$ cat src/rtl/teclado_pkg.sv
// Shared types and constants for the keypad emulator: FSM states, idle row
// pattern and the bounce LFSR polynomial.
package teclado_pkg;

  typedef enum logic [2:0] {
    ST_IDLE       = 3'd0,
    ST_BOUNCE_IN  = 3'd1,
    ST_HOLD       = 3'd2,
    ST_BOUNCE_OUT = 3'd3,
    ST_GAP        = 3'd4
  } emu_state_t;

  localparam logic [3:0]  FIL_IDLE  = 4'b1111;
  // Taps 16,14,13,11 expressed as bit positions 15,13,12,10.
  localparam logic [15:0] LFSR_TAPS = 16'hB400;

  function automatic logic [15:0] lfsr_next(input logic [15:0] q);
    return {q[14:0], ^(q & LFSR_TAPS)};
  endfunction

endpackage

$ cat src/rtl/teclado_emulador_if.sv
// Press-command channel between a key-sequence source and the keypad emulator.
interface teclado_emulador_if #(parameter int unsigned HOLD_W = 25);
  logic              cmd_valid;
  logic              cmd_ready;
  logic [1:0]        cmd_row;
  logic [1:0]        cmd_col;
  logic [HOLD_W-1:0] cmd_hold;
  logic              cmd_abort;

  modport master (output cmd_valid, cmd_row, cmd_col, cmd_hold, cmd_abort,
                  input  cmd_ready);
  modport slave  (input  cmd_valid, cmd_row, cmd_col, cmd_hold, cmd_abort,
                  output cmd_ready);
endinterface

$ cat src/rtl/teclado_emulador_lfsr16.sv
// Free-running 16-bit Fibonacci LFSR; only reset reloads it, so a nonzero
// seed keeps it off the all-zero lockup state.
module lfsr16
  import teclado_pkg::*;
#(
  parameter logic [15:0] SEED = 16'hACE1
) (
  input  logic        clk,
  input  logic        rst,
  output logic [15:0] q
);

  always_ff @(posedge clk or negedge rst) begin
    if (!rst) q <= SEED;
    else      q <= lfsr_next(q);
  end

endmodule

$ cat src/rtl/teclado_emulador.sv
// Passive 4x4 membrane keypad model: closes one row/column contact per command,
// with LFSR-driven contact bounce on press and release.
module teclado_emulador
  import teclado_pkg::*;
#(
  parameter int unsigned BOUNCE_CYCLES = 270_000,
  parameter int unsigned BOUNCE_STEP   = 2_700,
  parameter int unsigned RELEASE_GAP   = 27_000,
  parameter int unsigned HOLD_W        = 25,
  parameter logic [15:0] LFSR_SEED     = 16'hACE1
) (
  input  logic              clk,
  input  logic              rst,
  teclado_emulador_if.slave cmd,
  input  logic [3:0]        col,
  output logic [3:0]        fil,
  output logic              busy,
  output logic              done
);

  localparam int BW = (BOUNCE_CYCLES > 2) ? $clog2(BOUNCE_CYCLES) : 1;
  localparam int SW = (BOUNCE_STEP   > 2) ? $clog2(BOUNCE_STEP)   : 1;
  localparam int GW = (RELEASE_GAP   > 2) ? $clog2(RELEASE_GAP)   : 1;
  localparam int CW = (int'(HOLD_W) > GW) ? int'(HOLD_W) : GW;

  localparam bit NO_BOUNCE = (BOUNCE_CYCLES == 0);
  localparam bit NO_GAP    = (RELEASE_GAP == 0);

  // Counters are loaded with length-1 and the state exits when they read 0.
  localparam logic [BW-1:0] B_LAST = BW'(BOUNCE_CYCLES - 1);
  localparam logic [SW-1:0] S_LAST = SW'(BOUNCE_STEP - 1);
  localparam logic [CW-1:0] G_LAST = CW'(RELEASE_GAP - 1);

  emu_state_t        state_q, state_d;
  logic              contact_q, contact_d;
  logic [1:0]        key_row_q, key_row_d;
  logic [1:0]        key_col_q, key_col_d;
  logic [HOLD_W-1:0] hold_q, hold_d;
  logic [BW-1:0]     bnc_q, bnc_d;
  logic [SW-1:0]     stp_q, stp_d;
  logic [CW-1:0]     hg_q, hg_d;
  logic              busy_q, done_q, done_d;
  logic              release_now;
  logic [HOLD_W-1:0] hold_eff;
  logic [15:0]       lfsr;
  logic              unused_lfsr;

  lfsr16 #(.SEED(LFSR_SEED)) u_lfsr (
    .clk (clk),
    .rst (rst),
    .q   (lfsr)
  );

  assign unused_lfsr = ^lfsr[15:1];
  assign hold_eff    = (cmd.cmd_hold == '0) ? HOLD_W'(1) : cmd.cmd_hold;

  always_comb begin
    state_d     = state_q;
    contact_d   = contact_q;
    key_row_d   = key_row_q;
    key_col_d   = key_col_q;
    hold_d      = hold_q;
    bnc_d       = bnc_q;
    stp_d       = stp_q;
    hg_d        = hg_q;
    done_d      = 1'b0;
    release_now = 1'b0;

    case (state_q)
      ST_IDLE: begin
        if (cmd.cmd_valid) begin
          key_row_d = cmd.cmd_row;
          key_col_d = cmd.cmd_col;
          hold_d    = hold_eff;
          if (NO_BOUNCE) begin
            state_d   = ST_HOLD;
            contact_d = 1'b1;
            hg_d      = CW'(hold_eff) - CW'(1);
          end else begin
            state_d   = ST_BOUNCE_IN;
            contact_d = lfsr[0];
            bnc_d     = B_LAST;
            stp_d     = S_LAST;
          end
        end
      end

      ST_BOUNCE_IN, ST_BOUNCE_OUT: begin
        if (cmd.cmd_abort) begin
          release_now = 1'b1;
        end else if (bnc_q == '0) begin
          if (state_q == ST_BOUNCE_IN) begin
            state_d   = ST_HOLD;
            contact_d = 1'b1;
            hg_d      = CW'(hold_q) - CW'(1);
          end else begin
            release_now = 1'b1;
          end
        end else begin
          bnc_d = bnc_q - BW'(1);
          if (stp_q == '0) begin
            contact_d = lfsr[0];
            stp_d     = S_LAST;
          end else begin
            stp_d = stp_q - SW'(1);
          end
        end
      end

      ST_HOLD: begin
        if (cmd.cmd_abort || (hg_q == '0 && NO_BOUNCE)) begin
          release_now = 1'b1;
        end else if (hg_q == '0) begin
          state_d   = ST_BOUNCE_OUT;
          contact_d = lfsr[0];
          bnc_d     = B_LAST;
          stp_d     = S_LAST;
        end else begin
          hg_d = hg_q - CW'(1);
        end
      end

      ST_GAP: begin
        if (hg_q == '0) begin
          state_d = ST_IDLE;
          done_d  = 1'b1;
        end else begin
          hg_d = hg_q - CW'(1);
        end
      end

      default: state_d = ST_IDLE;
    endcase

    // Release path shared by normal completion and abort; a zero gap
    // finishes straight away.
    if (release_now) begin
      contact_d = 1'b0;
      if (NO_GAP) begin
        state_d = ST_IDLE;
        done_d  = 1'b1;
      end else begin
        state_d = ST_GAP;
        hg_d    = G_LAST;
      end
    end
  end

  always_ff @(posedge clk or negedge rst) begin
    if (!rst) begin
      state_q   <= ST_IDLE;
      contact_q <= 1'b0;
      key_row_q <= '0;
      key_col_q <= '0;
      hold_q    <= '0;
      bnc_q     <= '0;
      stp_q     <= '0;
      hg_q      <= '0;
      busy_q    <= 1'b0;
      done_q    <= 1'b0;
    end else begin
      state_q   <= state_d;
      contact_q <= contact_d;
      key_row_q <= key_row_d;
      key_col_q <= key_col_d;
      hold_q    <= hold_d;
      bnc_q     <= bnc_d;
      stp_q     <= stp_d;
      hg_q      <= hg_d;
      busy_q    <= (state_d != ST_IDLE);
      done_q    <= done_d;
    end
  end

  // Row drive is combinational from the column strobes, as a real membrane is.
  always_comb begin
    fil = FIL_IDLE;
    if (contact_q && !col[key_col_q]) fil[key_row_q] = 1'b0;
  end

  assign cmd.cmd_ready = (state_q == ST_IDLE);
  assign busy          = busy_q;
  assign done          = done_q;

endmodule

$ cat src/flat_wrapper.sv
// flat-port wrapper written by rule: the top's interface ports become plain ports
module teclado_emulador_flat import teclado_pkg::*;
#(
  parameter int unsigned BOUNCE_CYCLES = 270_000,
  parameter int unsigned BOUNCE_STEP   = 2_700,
  parameter int unsigned RELEASE_GAP   = 27_000,
  parameter int unsigned HOLD_W        = 25,
  parameter logic [15:0] LFSR_SEED     = 16'hACE1
)
  (clk, rst, col, fil, busy, done, cmd_cmd_valid, cmd_cmd_row, cmd_cmd_col, cmd_cmd_hold, cmd_cmd_abort, cmd_cmd_ready);
  teclado_emulador_if #(.HOLD_W(HOLD_W)) cmd_i ();
  input  logic clk;
  input  logic rst;
  input  logic [3:0] col;
  output logic [3:0] fil;
  output logic busy;
  output logic done;
  input wire logic [$bits(cmd_i.cmd_valid)-1:0] cmd_cmd_valid;
  input wire logic [$bits(cmd_i.cmd_row)-1:0] cmd_cmd_row;
  input wire logic [$bits(cmd_i.cmd_col)-1:0] cmd_cmd_col;
  input wire logic [$bits(cmd_i.cmd_hold)-1:0] cmd_cmd_hold;
  input wire logic [$bits(cmd_i.cmd_abort)-1:0] cmd_cmd_abort;
  output wire logic [$bits(cmd_i.cmd_ready)-1:0] cmd_cmd_ready;
  assign cmd_i.cmd_valid = cmd_cmd_valid;
  assign cmd_i.cmd_row = cmd_cmd_row;
  assign cmd_i.cmd_col = cmd_cmd_col;
  assign cmd_i.cmd_hold = cmd_cmd_hold;
  assign cmd_i.cmd_abort = cmd_cmd_abort;
  assign cmd_cmd_ready = cmd_i.cmd_ready;
  teclado_emulador #(.BOUNCE_CYCLES(BOUNCE_CYCLES), .BOUNCE_STEP(BOUNCE_STEP), .RELEASE_GAP(RELEASE_GAP), .HOLD_W(HOLD_W), .LFSR_SEED(LFSR_SEED)) u_core (.clk(clk), .rst(rst), .cmd(cmd_i), .col(col), .fil(fil), .busy(busy), .done(done));
endmodule
$ cat config.mk
export PLATFORM = sky130hd
export DESIGN_NAME = teclado_emulador_flat
export DESIGN_NICKNAME = d
export VERILOG_FILES = /design/src/rtl/teclado_pkg.sv /design/src/rtl/teclado_emulador_if.sv /design/src/rtl/teclado_emulador_lfsr16.sv /design/src/rtl/teclado_emulador.sv /design/src/flat_wrapper.sv
export SDC_FILE = /design/constraint.sdc
export NUM_CORES = 1
export LEC_CHECK = 0
export CAP_MARGIN = 40
export CORE_MARGIN = 2
export CORE_UTILIZATION = 55
export CTS_CLUSTER_DIAMETER = 120
export DETAILED_ROUTE_END_ITERATION = 12
export PLACE_DENSITY = 0.75
export SLEW_MARGIN = 20
export SYNTH_ARGS = -nofsm -noshare
export SYNTH_HDL_FRONTEND = slang
export SYNTH_SLANG_ARGS = --single-unit
$ cat constraint.sdc
create_clock -name clk -period 7.7 [get_ports clk]
set_input_delay 1.54 -clock clk [delete_from_list [all_inputs] [get_ports clk]]
set_output_delay 1.54 -clock clk [all_outputs]
set_load 0.1 [all_outputs]
## Yosys cells after proc, flatten, opt, wreduce, memory -nomap -nowiden

Index checks and enable logic that the tools add are counted.

| word-level totals | value |
|---|---|
| flip-flop bits (word level) | 107 |
| latch bits | 0 |
| memory bits (writable) | 0 |
| bits in read-only memories | 0 |
| input bits | 37 |
| output and inout bits | 7 |
| logic and storage cells | 105 |
| memories kept | 0 |

| operators by class | value |
|---|---|
| $add $sub $neg | 4 |
| multipliers | 0 |
| div/mod/pow operators | 0 |
| magnitude comparators | 3 |
| equal/unequal tests | 17 |
| shift operators | 0 |
| multiplexer cells | 51 |
| bitwise operators | 1 |
| reduce and logical (&&, ||, !) cells | 18 |

Operator list:

| kind | count |
|---|---|
| $mux 25 | 7 |
| $mux 19 | 5 |
| $pmux 25 s3 | 1 |
| $mux 12 | 6 |
| $pmux 19 s3 | 1 |
| $logic_not 25->1 | 2 |
| $sub 25x1->25 const B | 2 |
| $pmux 12 s3 | 1 |
| $mux 3 | 8 |
| $logic_not 19->1 | 1 |
| $sub 19x1->19 const B | 1 |
| $mux 1 | 16 |
| $reduce_xor 16->1 | 1 |
| $logic_not 12->1 | 1 |
| $pmux 3 s4 | 1 |
| $sub 12x1->12 const B | 1 |
| $ne 3x1->1 const B | 3 |
| $ne 3x2->1 const B | 3 |
| $ne 2x2->1 const B | 4 |
| $reduce_bool 4->1 | 2 |
| $reduce_and 7->1 | 1 |
| $eq 3x2->1 const B | 2 |
| $lt 2x3->1 const B | 2 |
| $reduce_and 6->1 | 1 |
| 19 further kinds | 21 |

## Logic depth before layout (Yosys ltp)

| logic depth | value |
|---|---|
| depth after elaboration | 7 |
| depth in mapped cells | 12 |
| depth with buffers taken out | 9 |

## By module

A second synthesis with hierarchy kept.

| second synthesis, totals | value |
|---|---|
| cells, all modules | 663 |
| area total of the unflattened synthesis | 6163.4 um^2 |

By module, submodules not included:

| module | times used | cells an instance | area each (um^2) |
|---|---|---|---|
| teclado_emulador | 1 | 644 | 5726.7 |
| lfsr16 | 1 | 19 | 436.7 |

## Least setup slack after synthesis

Ideal clock, no wire load.

| timing | value |
|---|---|
| path type | input port to output port |
| start | in col[3] |
| end | out fil[3] |
| arrival | 2.907 ns |
| required time | 6.160 ns |
| setup slack | 3.253 ns |
| stages | 3 |
| buffers on the path | 0 |
| cells stage by stage | mux4_2 nor2b_1 nand3_1 |

| on the way | value |
|---|---|
| word-level cells in the longest chain between the ends | 5 |

RTL lines:

| item | RTL line | source |
|---|---|---|
| from (decl) | flat_wrapper.sv:14 | `input logic [3:0] col;` |
| $bmux 1 s2 | teclado_emulador.sv:178 | `if (contact_q && !col[key_col_q]) fil[key_row_q] = 1'b0;` |
| $mux 1 (implied by the code) | teclado_emulador.sv:178 |  |
| $logic_not 1->1 | teclado_emulador.sv:178 |  |
| $logic_and 1x1->1 | teclado_emulador.sv:178 |  |
| $mux 4 | teclado_emulador.sv:178 |  |
| to (decl) | flat_wrapper.sv:15 | `output logic [3:0] fil;` |

Every way passes these cells. The select of a mux whose other input is x is not followed.

## Worst setup path after layout

| timing | value |
|---|---|
| start | in col[0] |
| end | out fil[0] |

Same word-level chain as after synthesis.

==> metrics.cfg <==
[cells_and_area]
drive_gt1_frac = 0.175
diodes = 0
multiInputGateArea_um2 = 3500
register_area_um2 = 2690
final_common_cell = dfrtp_1
area_growth_syn_to_layout_pct = 14.6
fillers = 925
layout.cells.non_filler = 833
layout.nets = 727
fin_util = 0.643
most-common-layout-cells = dfrtp_1, nor2_1, nand2_1

[drt]
finalWirelength_mm = 15.4
via_count = 5310
drcViolationCount = 0
drt_iter0_markers = 303
ant_nets = 0
drt_pass1_iterations = 4
routedWlPerCell_um = 18.5
via_per_inst = 6.37

[timing]
period_needed_ns = 5.12
slew_headroom = 0.472
setup_viol_count_final = 0
rsz0062_at_grt = no
finClkSkew_ns = 0.00863
whs_ns = 0.356
finalSetupTns_ns = 0
worst_pin_slew_ns = 0.784
fmax_mhz = 195
min_period_over_period = 0.665
final_max_slew_viol_count = 0
hold_violations = 0

[clock_tree]
clk_latency_ns = 0.36
cts_sinks = 107
cts_setup_buffers = 0
cts_tree = done
ctsResizeCount = 0
cts_htree_levels = 3
clkTransAtPathRegs_ns = 0.07
clock_path_buffers = 2
cts_inserted_buffers = 9
clk_root_buffer_cell = clkbuf_16
cts_hold_buf = 0

[worst_setup_path]
r2r_end = u_core.hg_q[20]$_DFFE_PN0P_
r2r_start = u_core.state_q[0]$_DFF_PN0_
regToRegSetupSlack_ns = 4.12
crit_type = in2out
worstSetupStartpointType = input port
cp.required_ns = 6.16
rr_worst_depth = 8
arrival_ns = 3.58
end_kind = primary output
crit_path_end = fil[0]
crit_start = col[0]
crit_fanout = 3

[placed_design]
gp_congestion = 0.901
dp_hpwl_mm = 10.4
dpl.cell_count = 816
port_buffers = 43

[power]
p_sw_frac = 0.429
power.density_nw_per_um2 = 338
p_comb_frac = 0.415
p_switching_uw = 1060
intPower_uw = 1410
report.power.total_uw = 2470
clkPwrFrac = 0.186
ir_drop_mv = 0.223
seq_power_share = 0.399
p_leak_uw = 0.00288

[yosys]
netlist_instances = 650
async_flop_share = 1.00
synth_largest_area_cell = dfrtp_1
ys_seq_area_frac = 0.421
synth_area_um2 = 6380
avgSynthCellArea_um2 = 9.82
synth_compound_area_frac = 0.170
ys.flop_type = dfrtp_1
synth_simple_gate_area_share = 0.233
synth_top_cell_area_share = 0.388
syn_nets = 692
synthMuxAreaShare = 0.103
synth_xor_area_frac = 0.0316
synth_edf_count = 0
ys_types = 82
yosysWarnings = 0
synth-adder-area-share = 0.00980
yosys-top-cells-area = dfrtp_1, mux2_2, nor2_1
synth-seq-cells = 107
synth_top_family_by_area = simple AND/OR/NAND/NOR gates

[floorplan]
die_w_um = 112
initial_core_util = 0.561
dieArea_um2 = 12500
ios = 44
row_count = 39
die_h_um = 112
core_um2 = 11400

[global_route]
grt_start_max_net_pins = 59
grt_pass1_vias = 5308
grt_pass1_wl_mm = 26.1
overflow = 0
antenna_found_initial = 0
grt_usage = 0.257

[run]
cap_violations = 0

[hold_path]
hold_class = reg2reg

[status]
status = completed

==> worst max-delay path, cell delays in order <==
cell             delay (ns)
clkdlybuf4s50_1        0.42
mux4_2                 0.47
nor2b_1                0.22
nor2b_1                0.20
nand2b_1               0.08
clkdlybuf4s50_1        0.47
buf_8                  0.19
==> per-stage QoR <==
step | worst slack (ns) | cell area, um^2
4_1_cts | 2.56 | 7290
3_3_place_gp | 2.27 | 6870
5_1_grt | 2.48 | 7310
2_1_floorplan | 3.25 | 6380
6_report | 2.58 | 7310
3_5_place_dp | 2.56 | 6990
==> sequential cells by signal, indices dropped and copies added (netlist names) <==
| name | flops |
|---|---|
| u_core.state_q | 3 |
| u_core.u_lfsr.q | 16 |
| u_core.contact_q | 1 |
| u_core.hold_q | 25 |
| u_core.hg_q | 25 |
| u_core.key_col_q | 2 |
| u_core.stp_q | 12 |
| u_core.bnc_q | 19 |
| u_core.busy | 1 |
| u_core.done | 1 |
| u_core.key_row_q | 2 |
==> cells in the mapped netlist, types with 4 or more instances <==
cell and count:
a21o_1 4, nor4_1 16, inv_1 5, o21ai_0 37, and2_1 4, mux2_2 43, nor2_1 68, a31oi_1 9
nand4_1 9, o22ai_1 6, xor2_1 16, o21a_1 4, nand2b_1 9, nor3_1 24, buf_2 9, dfstp_2 8
and4_1 7, dfrtp_1 99, mux2i_1 14, a21oi_1 23, clkbuf_1 17, a211oi_1 6, buf_4 6, a22oi_1 6
o211ai_1 5, nand3_1 22, or3_1 9, o21ai_1 8, ha_1 5, nor2b_1 8, or4_1 10, nand2_1 54
nand4b_1 4
==> routing by layer <==
metal  vias up  track usage  part of all wire
li1       2495            -                 -
met1      2640        0.325              0.42
met2       155        0.433              0.51
met3        20       0.0637             0.053
met4         0       0.0848             0.020
met5         -            0                 0
==> power by group through the flow <==
stage          Clock, uW  Sequential [uW]  Combinational (uW)
2_1_floorplan          0              911                 804
3_3_place_gp           0              975                 944
3_5_place_dp           0              984                1020
4_1_cts              471              977                1020
5_1_grt              490             1020                1130
6_report             459              985                1030
==> layout make-up <==
cell class / instances / share of cell area
Sequential cell: 107 / 0.367
Clock inverter: 5 / 0.00564
Clock buffer: 11 / 0.0346
Timing Repair Buffer: 59 / 0.0859
Tap cell: 143 / 0.0245
Multi-Input combinational cell: 502 / 0.479
Inverter: 6 / 0.00308
==> worst min-delay path by stage <==
stage                                  start                            end  slack, ns  depth (start not counted)
2_1_floorplan   u_core.u_lfsr.q[1]$_DFF_PN0_   u_core.u_lfsr.q[2]$_DFF_PN0_       0.33                          0
3_3_place_gp   u_core.u_lfsr.q[14]$_DFF_PN0_  u_core.u_lfsr.q[15]$_DFF_PN1_       0.34                          0
3_5_place_dp    u_core.u_lfsr.q[9]$_DFF_PN0_  u_core.u_lfsr.q[10]$_DFF_PN1_       0.34                          0
4_1_cts         u_core.u_lfsr.q[6]$_DFF_PN1_   u_core.u_lfsr.q[7]$_DFF_PN1_       0.36                          0
5_1_grt         u_core.u_lfsr.q[5]$_DFF_PN1_   u_core.u_lfsr.q[6]$_DFF_PN1_       0.36                          0
6_report        u_core.u_lfsr.q[4]$_DFF_PN0_   u_core.u_lfsr.q[5]$_DFF_PN1_       0.36                          0
==> cell families (layout without fill, tap and decap cells) <==
logic type / after synthesis / after routing
DFF: 107 / 107
xor gates and xnor gates: 20 / 20
AOI/OAI and AO/OA: 147 / 147
and+or+nand+nor: 271 / 271
buffers and inverters: 41 / 81
adders and majority gates: 5 / 5
muxes: 59 / 59
No activity file was read; power rests on OpenSTA's default activity.
